--- config.mk ---
export PLATFORM = sky130hd
export DESIGN_NAME = sync_frame_tx_flat
export DESIGN_NICKNAME = d
export VERILOG_FILES = /design/src/rtl/sync_frame_tx_if.sv /design/src/rtl/sync_frame_tx.sv /design/src/flat_wrapper.sv
export SDC_FILE = /design/constraint.sdc
export NUM_CORES = 1
export LEC_CHECK = 0
export ABC_CLOCK_PERIOD_IN_PS = 2430
export BUFFER_PORTS_ARGS = -buffer_cell sky130_fd_sc_hd__buf_2
export CAP_MARGIN = 20
export CORE_MARGIN = 1
export CORE_UTILIZATION = 40
export DETAILED_ROUTE_END_ITERATION = 16
export PLACE_DENSITY_LB_ADDON = 0.08
export SLEW_MARGIN = 20
export SYNTH_ARGS = -nofsm -noshare
export SYNTH_HDL_FRONTEND = slang
export SYNTH_SLANG_ARGS = --single-unit
--- constraint.sdc ---
create_clock -name clk -period 2.43 [get_ports clk]
set_input_delay 0.486 -clock clk [delete_from_list [all_inputs] [get_ports clk]]
set_output_delay 0.486 -clock clk [all_outputs]
set_load 0.03 [all_outputs]
--- src/rtl/sync_frame_tx_if.sv ---
// Payload handshake between a word source and the serial framed transmitter.
interface sync_frame_tx_if #(
  parameter int DATA_W = 8
);
  logic              load_valid;
  logic              load_ready;
  logic [DATA_W-1:0] load_data;

  modport master (output load_valid, output load_data, input load_ready);
  modport slave  (input load_valid, input load_data, output load_ready);
endinterface

--- src/rtl/sync_frame_tx.sv ---
// Framed serial transmitter: sends SYNC_PAT, then the payload MSB-first, then a zero gap.
// Every output is a flop, so nothing combinational reaches the pins from the handshake.
module sync_frame_tx #(
    parameter int         DATA_W     = 8,
    parameter int         GAP_CYCLES = 2,
    parameter logic [3:0] SYNC_PAT   = 4'b1101
) (
    input  logic             clk,
    input  logic             reset,
    sync_frame_tx_if.slave   ld,
    output logic             out,
    output logic             out_en,
    output logic             sync_active,
    output logic             frame_done,
    output logic [7:0]       frame_cnt
);
    localparam int MAXC     = (DATA_W > GAP_CYCLES) ? ((DATA_W > 4) ? DATA_W : 4)
                                                    : ((GAP_CYCLES > 4) ? GAP_CYCLES : 4);
    localparam int CW       = $clog2(MAXC);
    localparam int GAP_LOAD = (GAP_CYCLES > 0) ? GAP_CYCLES - 1 : 0;

    localparam logic [1:0] ST_IDLE = 2'd0;
    localparam logic [1:0] ST_SYNC = 2'd1;
    localparam logic [1:0] ST_DATA = 2'd2;
    localparam logic [1:0] ST_GAP  = 2'd3;

    logic [1:0]        state_q, state_d;
    logic [CW-1:0]     cnt_q, cnt_d;
    logic [DATA_W-1:0] shreg_q, shreg_d;
    logic              out_q, out_d;
    logic              out_en_q, out_en_d;
    logic              sync_q, sync_d;
    logic              done_q, done_d;
    logic              ready_q, ready_d;
    logic [7:0]        frame_cnt_q, frame_cnt_d;

    // Outputs for the coming cycle are decoded from the next state, so each
    // bit appears in the cycle that starts at the edge that selects it.
    always_comb begin
        state_d     = state_q;
        cnt_d       = cnt_q;
        shreg_d     = shreg_q;
        out_d       = 1'b0;
        done_d      = 1'b0;
        frame_cnt_d = frame_cnt_q;
        case (state_q)
            ST_IDLE: begin
                if (ld.load_valid) begin
                    state_d = ST_SYNC;
                    cnt_d   = CW'(3);
                    shreg_d = ld.load_data;
                    out_d   = SYNC_PAT[3];
                end
            end
            ST_SYNC: begin
                if (cnt_q == '0) begin
                    state_d = ST_DATA;
                    cnt_d   = CW'(DATA_W - 1);
                    out_d   = shreg_q[DATA_W-1];
                    shreg_d = shreg_q << 1;
                end else begin
                    cnt_d = cnt_q - 1'b1;
                    out_d = SYNC_PAT[cnt_d[1:0]];
                end
            end
            ST_DATA: begin
                if (cnt_q == '0) begin
                    done_d      = 1'b1;
                    frame_cnt_d = frame_cnt_q + 8'd1;
                    if (GAP_CYCLES == 0) begin
                        state_d = ST_IDLE;
                    end else begin
                        state_d = ST_GAP;
                        cnt_d   = CW'(GAP_LOAD);
                    end
                end else begin
                    cnt_d   = cnt_q - 1'b1;
                    out_d   = shreg_q[DATA_W-1];
                    shreg_d = shreg_q << 1;
                end
            end
            default: begin
                if (cnt_q == '0) state_d = ST_IDLE;
                else             cnt_d   = cnt_q - 1'b1;
            end
        endcase
        out_en_d = (state_d == ST_SYNC) || (state_d == ST_DATA);
        sync_d   = (state_d == ST_SYNC);
        ready_d  = (state_d == ST_IDLE);
    end

    always_ff @(posedge clk or posedge reset) begin
        if (reset) begin
            state_q     <= ST_IDLE;
            cnt_q       <= '0;
            shreg_q     <= '0;
            out_q       <= 1'b0;
            out_en_q    <= 1'b0;
            sync_q      <= 1'b0;
            done_q      <= 1'b0;
            ready_q     <= 1'b1;
            frame_cnt_q <= 8'd0;
        end else begin
            state_q     <= state_d;
            cnt_q       <= cnt_d;
            shreg_q     <= shreg_d;
            out_q       <= out_d;
            out_en_q    <= out_en_d;
            sync_q      <= sync_d;
            done_q      <= done_d;
            ready_q     <= ready_d;
            frame_cnt_q <= frame_cnt_d;
        end
    end

    assign ld.load_ready = ready_q;
    assign out           = out_q;
    assign out_en        = out_en_q;
    assign sync_active   = sync_q;
    assign frame_done    = done_q;
    assign frame_cnt     = frame_cnt_q;
endmodule

--- src/flat_wrapper.sv ---
// flat-port wrapper written by rule: the top's interface ports become plain ports
module sync_frame_tx_flat 
#(
    parameter int         DATA_W     = 8,
    parameter int         GAP_CYCLES = 2,
    parameter logic [3:0] SYNC_PAT   = 4'b1101
)
  (clk, reset, out, out_en, sync_active, frame_done, frame_cnt, ld_load_valid, ld_load_data, ld_load_ready);
  sync_frame_tx_if #(.DATA_W(DATA_W)) ld_i ();
  input  logic clk;
  input  logic reset;
  output logic out;
  output logic out_en;
  output logic sync_active;
  output logic frame_done;
  output logic [7:0] frame_cnt;
  input wire logic [$bits(ld_i.load_valid)-1:0] ld_load_valid;
  input wire logic [$bits(ld_i.load_data)-1:0] ld_load_data;
  output wire logic [$bits(ld_i.load_ready)-1:0] ld_load_ready;
  assign ld_i.load_valid = ld_load_valid;
  assign ld_i.load_data = ld_load_data;
  assign ld_load_ready = ld_i.load_ready;
  sync_frame_tx #(.DATA_W(DATA_W), .GAP_CYCLES(GAP_CYCLES), .SYNC_PAT(SYNC_PAT)) u_core (.clk(clk), .reset(reset), .ld(ld_i), .out(out), .out_en(out_en), .sync_active(sync_active), .frame_done(frame_done), .frame_cnt(frame_cnt));
endmodule
==> results.ini <==
[logic_synthesis]
synth-seq-area-share=0.469
ys_types=34
synth_nets=150
ys_ff_latch=26
synth_area_per_cell_um2=10.8
async_flop_share=1.00
synth.area.top_cells=dfrtp_1 45%, ha_1 9.0%, mux2i_1 5.0%, a21oi_1 4.0%, buf_6 3.2%
synthFlopType=dfrtp_1
yosysTopAreaCell=dfrtp_1
syn_area_um2=1390
synthCells=129
synth_top_area_share=0.450
synth-edff-count=0
yosys_warnings=0

[grt]
met1_usage=0.201
grt_start_max_net_pins=27
grt_pass1_wl_um=4050
grt-ovfl-total=0
antenna_found_initial=0
use_met2=0.240
grt_pass1_vias=878
met3_usage=0.0277
grt_usage=0.149
top_usage_layer=met2

[detailed_routing]
vias=997
drc_errors=0
ant_nets=0
vias_per_cell=5.04
drtIter0Drc=33
wirelength_um=2500
avgRoutedWirePerCell_um=12.6
drt_pass1_iterations=4

[placement]
gp_congestion=0.754
post-place-ws_ns=0.297
dp_hpwl_um=1870
io_buffers=23

[timing]
hold_violations=0
drv_slew=0
tns_ns=0
rsz0062_at_grt=no
tightest_slew_ns=0.472
skew_ns=0.00176
relSlewSlack=0.685
setup_ws_ns=0.297
setup_viol=0
layout_worst_path_cycle_share=0.878
period_needed_ns=2.13
max_freq_mhz=469

[clock_network]
cts_buffers=3
clk_pin_slew_worst_paths_ns=0.14
post_cts_buffers=0
cts_buffer_depth=2
cts_tree=yes
cts_sinks=26
insertion_delay_ns=0.32
cts-root-buf=clkbuf_4
cts_resized=0
postCtsHoldBufs=0
cts_max_level=1

[power_and_ir_drop]
intPower_uw=1280
pwr-share-seq=0.330
p_sw_frac=0.429
power.switching_uw=964
peakVddDrop_v=0.000553
clkPwrFrac=0.131
p_per_area_nw_per_um2=1430
leakage_uw=0.000791
power_frac_comb=0.539

[critical_path]
slowest_delay_ns=0.47
arrival_ns=2.35
crit_path_cell_trace=inv_1, ha_1, nor2b_1, a21oi_1, a21oi_1, a31oi_1, ha_1
reg2reg_depth=7
crit_type=flop to flop
startpoint_type=flop
required_ns=2.65
crit_fanout=7
end_kind=flop
cpMaxStageDelayCell=dfrtp_1

[hold_path]
hp-class=input port to async pin

[final_layout]
drive_gt1_frac=0.230
antenna_cells=0
final_nets=174
nFillCells=358
areaGrowthSynthToFinish_pct=13.5

[die]
dieArea_um2=3710
num_rows=21
core_um2=3340
die_h_um=60.9
die_width_um=60.9
ioPinCount=24
initial_core_util=0.416

[run]
cap_violations=0

[status]
outcome=complete, no violations

-- cell type report --
cell class,instances,area (µm²),area share
multi-input combinational,89,654,0.415
sequential,26,652,0.413
timing repair buffer,25,130,0.0825
tap,46,57.6,0.0365
clock inverter,1,30.0,0.0190
inverter,8,30.0,0.0190
clock buffer,3,22.5,0.0143
-- layer usage --
metal | routed length, µm | up-vias
li1 | - | 497
met1 | 1220 | 475
met2 | 1170 | 21
met3 | 81 | 4
met4 | 25 | 0
met5 | 0 | -
-- critical path, delay by kind of cell (launching register included) --
family          cells  cell delay (ns)
compound gates      3             0.42
fa+ha+maj           2             0.60
buf+inv             1             0.11
flops               1             0.47
simple gates        1             0.43
-- cells in the final DEF, fill, tap and decap left out --
cell type / Yosys / routed
or2b_1: 1 / 1
a2111oi_4: 1 / 1
xnor2_1: 3 / 3
nand3_1: 3 / 3
o211ai_1: 1 / 1
a221oi_1: 1 / 1
nand3b_1: 1 / 1
a21oi_1: 11 / 11
xor2_1: 4 / 4
a2111oi_0: 2 / 2
a31oi_1: 1 / 1
o21ai_0: 6 / 6
clkbuf_4: 0 / 3
dfstp_2: 1 / 1
o31ai_1: 1 / 1
nor2_1: 9 / 9
inv_1: 8 / 8
and3b_1: 1 / 1
bufinv_16: 0 / 1
buf_2: 0 / 23
a32oi_1: 1 / 1
mux2_2: 1 / 1
dfrtp_1: 25 / 25
a21oi_2: 2 / 2
nor3_1: 5 / 5
mux2i_1: 7 / 7
nand2_1: 6 / 6
ha_1: 10 / 10
a21o_1: 5 / 5
nor2b_1: 2 / 2
nand4_1: 1 / 1
a31o_2: 1 / 1
and2b_1: 1 / 1
buf_4: 0 / 2
a21boi_0: 1 / 1
-- power by group through the flow --
stage / Combinational [µW] / Clock, µW / Sequential (µW)
after floorplan: 902 / 0 / 847
after global placement: 1190 / 0 / 745
after detailed placement: 1230 / 0 / 749
after CTS: 1230 / 306 / 743
after global routing: 1370 / 324 / 768
final: 1210 / 294 / 742
-- synthesized netlist by cell type, types with 2 or more instances --
master and count:
nor3_1 5, a21o_1 5, a21oi_2 2, o21ai_0 6
a21oi_1 11, xnor2_1 3, nand2_1 6, inv_1 8
a2111oi_0 2, nor2b_1 2, mux2i_1 7, nand3_1 3
buf_6 4, nor2_1 9, xor2_1 4, dfrtp_1 25
ha_1 10
-- kinds of logic after synthesis --
logic type,after synthesis,share of synthesized area
compound gates,34,0.173
xor+xnor,7,0.0441
fa+ha+maj,10,0.0901
buf+inv,14,0.0595
flops,26,0.469
mux,8,0.0586
simple gates,30,0.105
-- per-stage QoR --
step	util	total power (µW)	instances	hold WS (ns)	instance area [µm²]
final	0.472	2250	198	0.186	1580
after CTS	0.472	2280	198	0.190	1580
after floorplan	-	1750	129	0.476	1390
after detailed placement	0.457	1980	194	0.479	1520
after global routing	0.472	2460	198	0.219	1580
after global placement	0.457	1940	194	0.455	1520
-- final timing paths --
| kind | to | start | slack (ns) |
|---|---|---|---|
| setup / recovery | u_core.out_en | u_core.state_q[0] | 0.30 |
| hold / removal | u_core.frame_cnt[6] | reset | 0.19 |
| setup reg to reg | u_core.out_en | u_core.state_q[0] | 0.30 |
| hold reg to reg | u_core.frame_cnt[7] | u_core.frame_cnt[7] | 0.50 |
| max in group asynchronous | u_core.ld.load_ready | reset | 1.95 |
| min in group clk | u_core.shreg_q[0] | ld_load_data[0] | 0.40 |
-- sequential cells by signal, indices dropped and copies added (netlist names) --
name,flops
u_core.shreg_q,8
u_core.cnt_q,3
u_core.out_en,1
u_core.frame_done,1
u_core.frame_cnt,8
u_core.ld.load_ready,1
u_core.state_q,2
u_core.sync_active,1
u_core.out,1
Power figures use the tool's default switching activity.
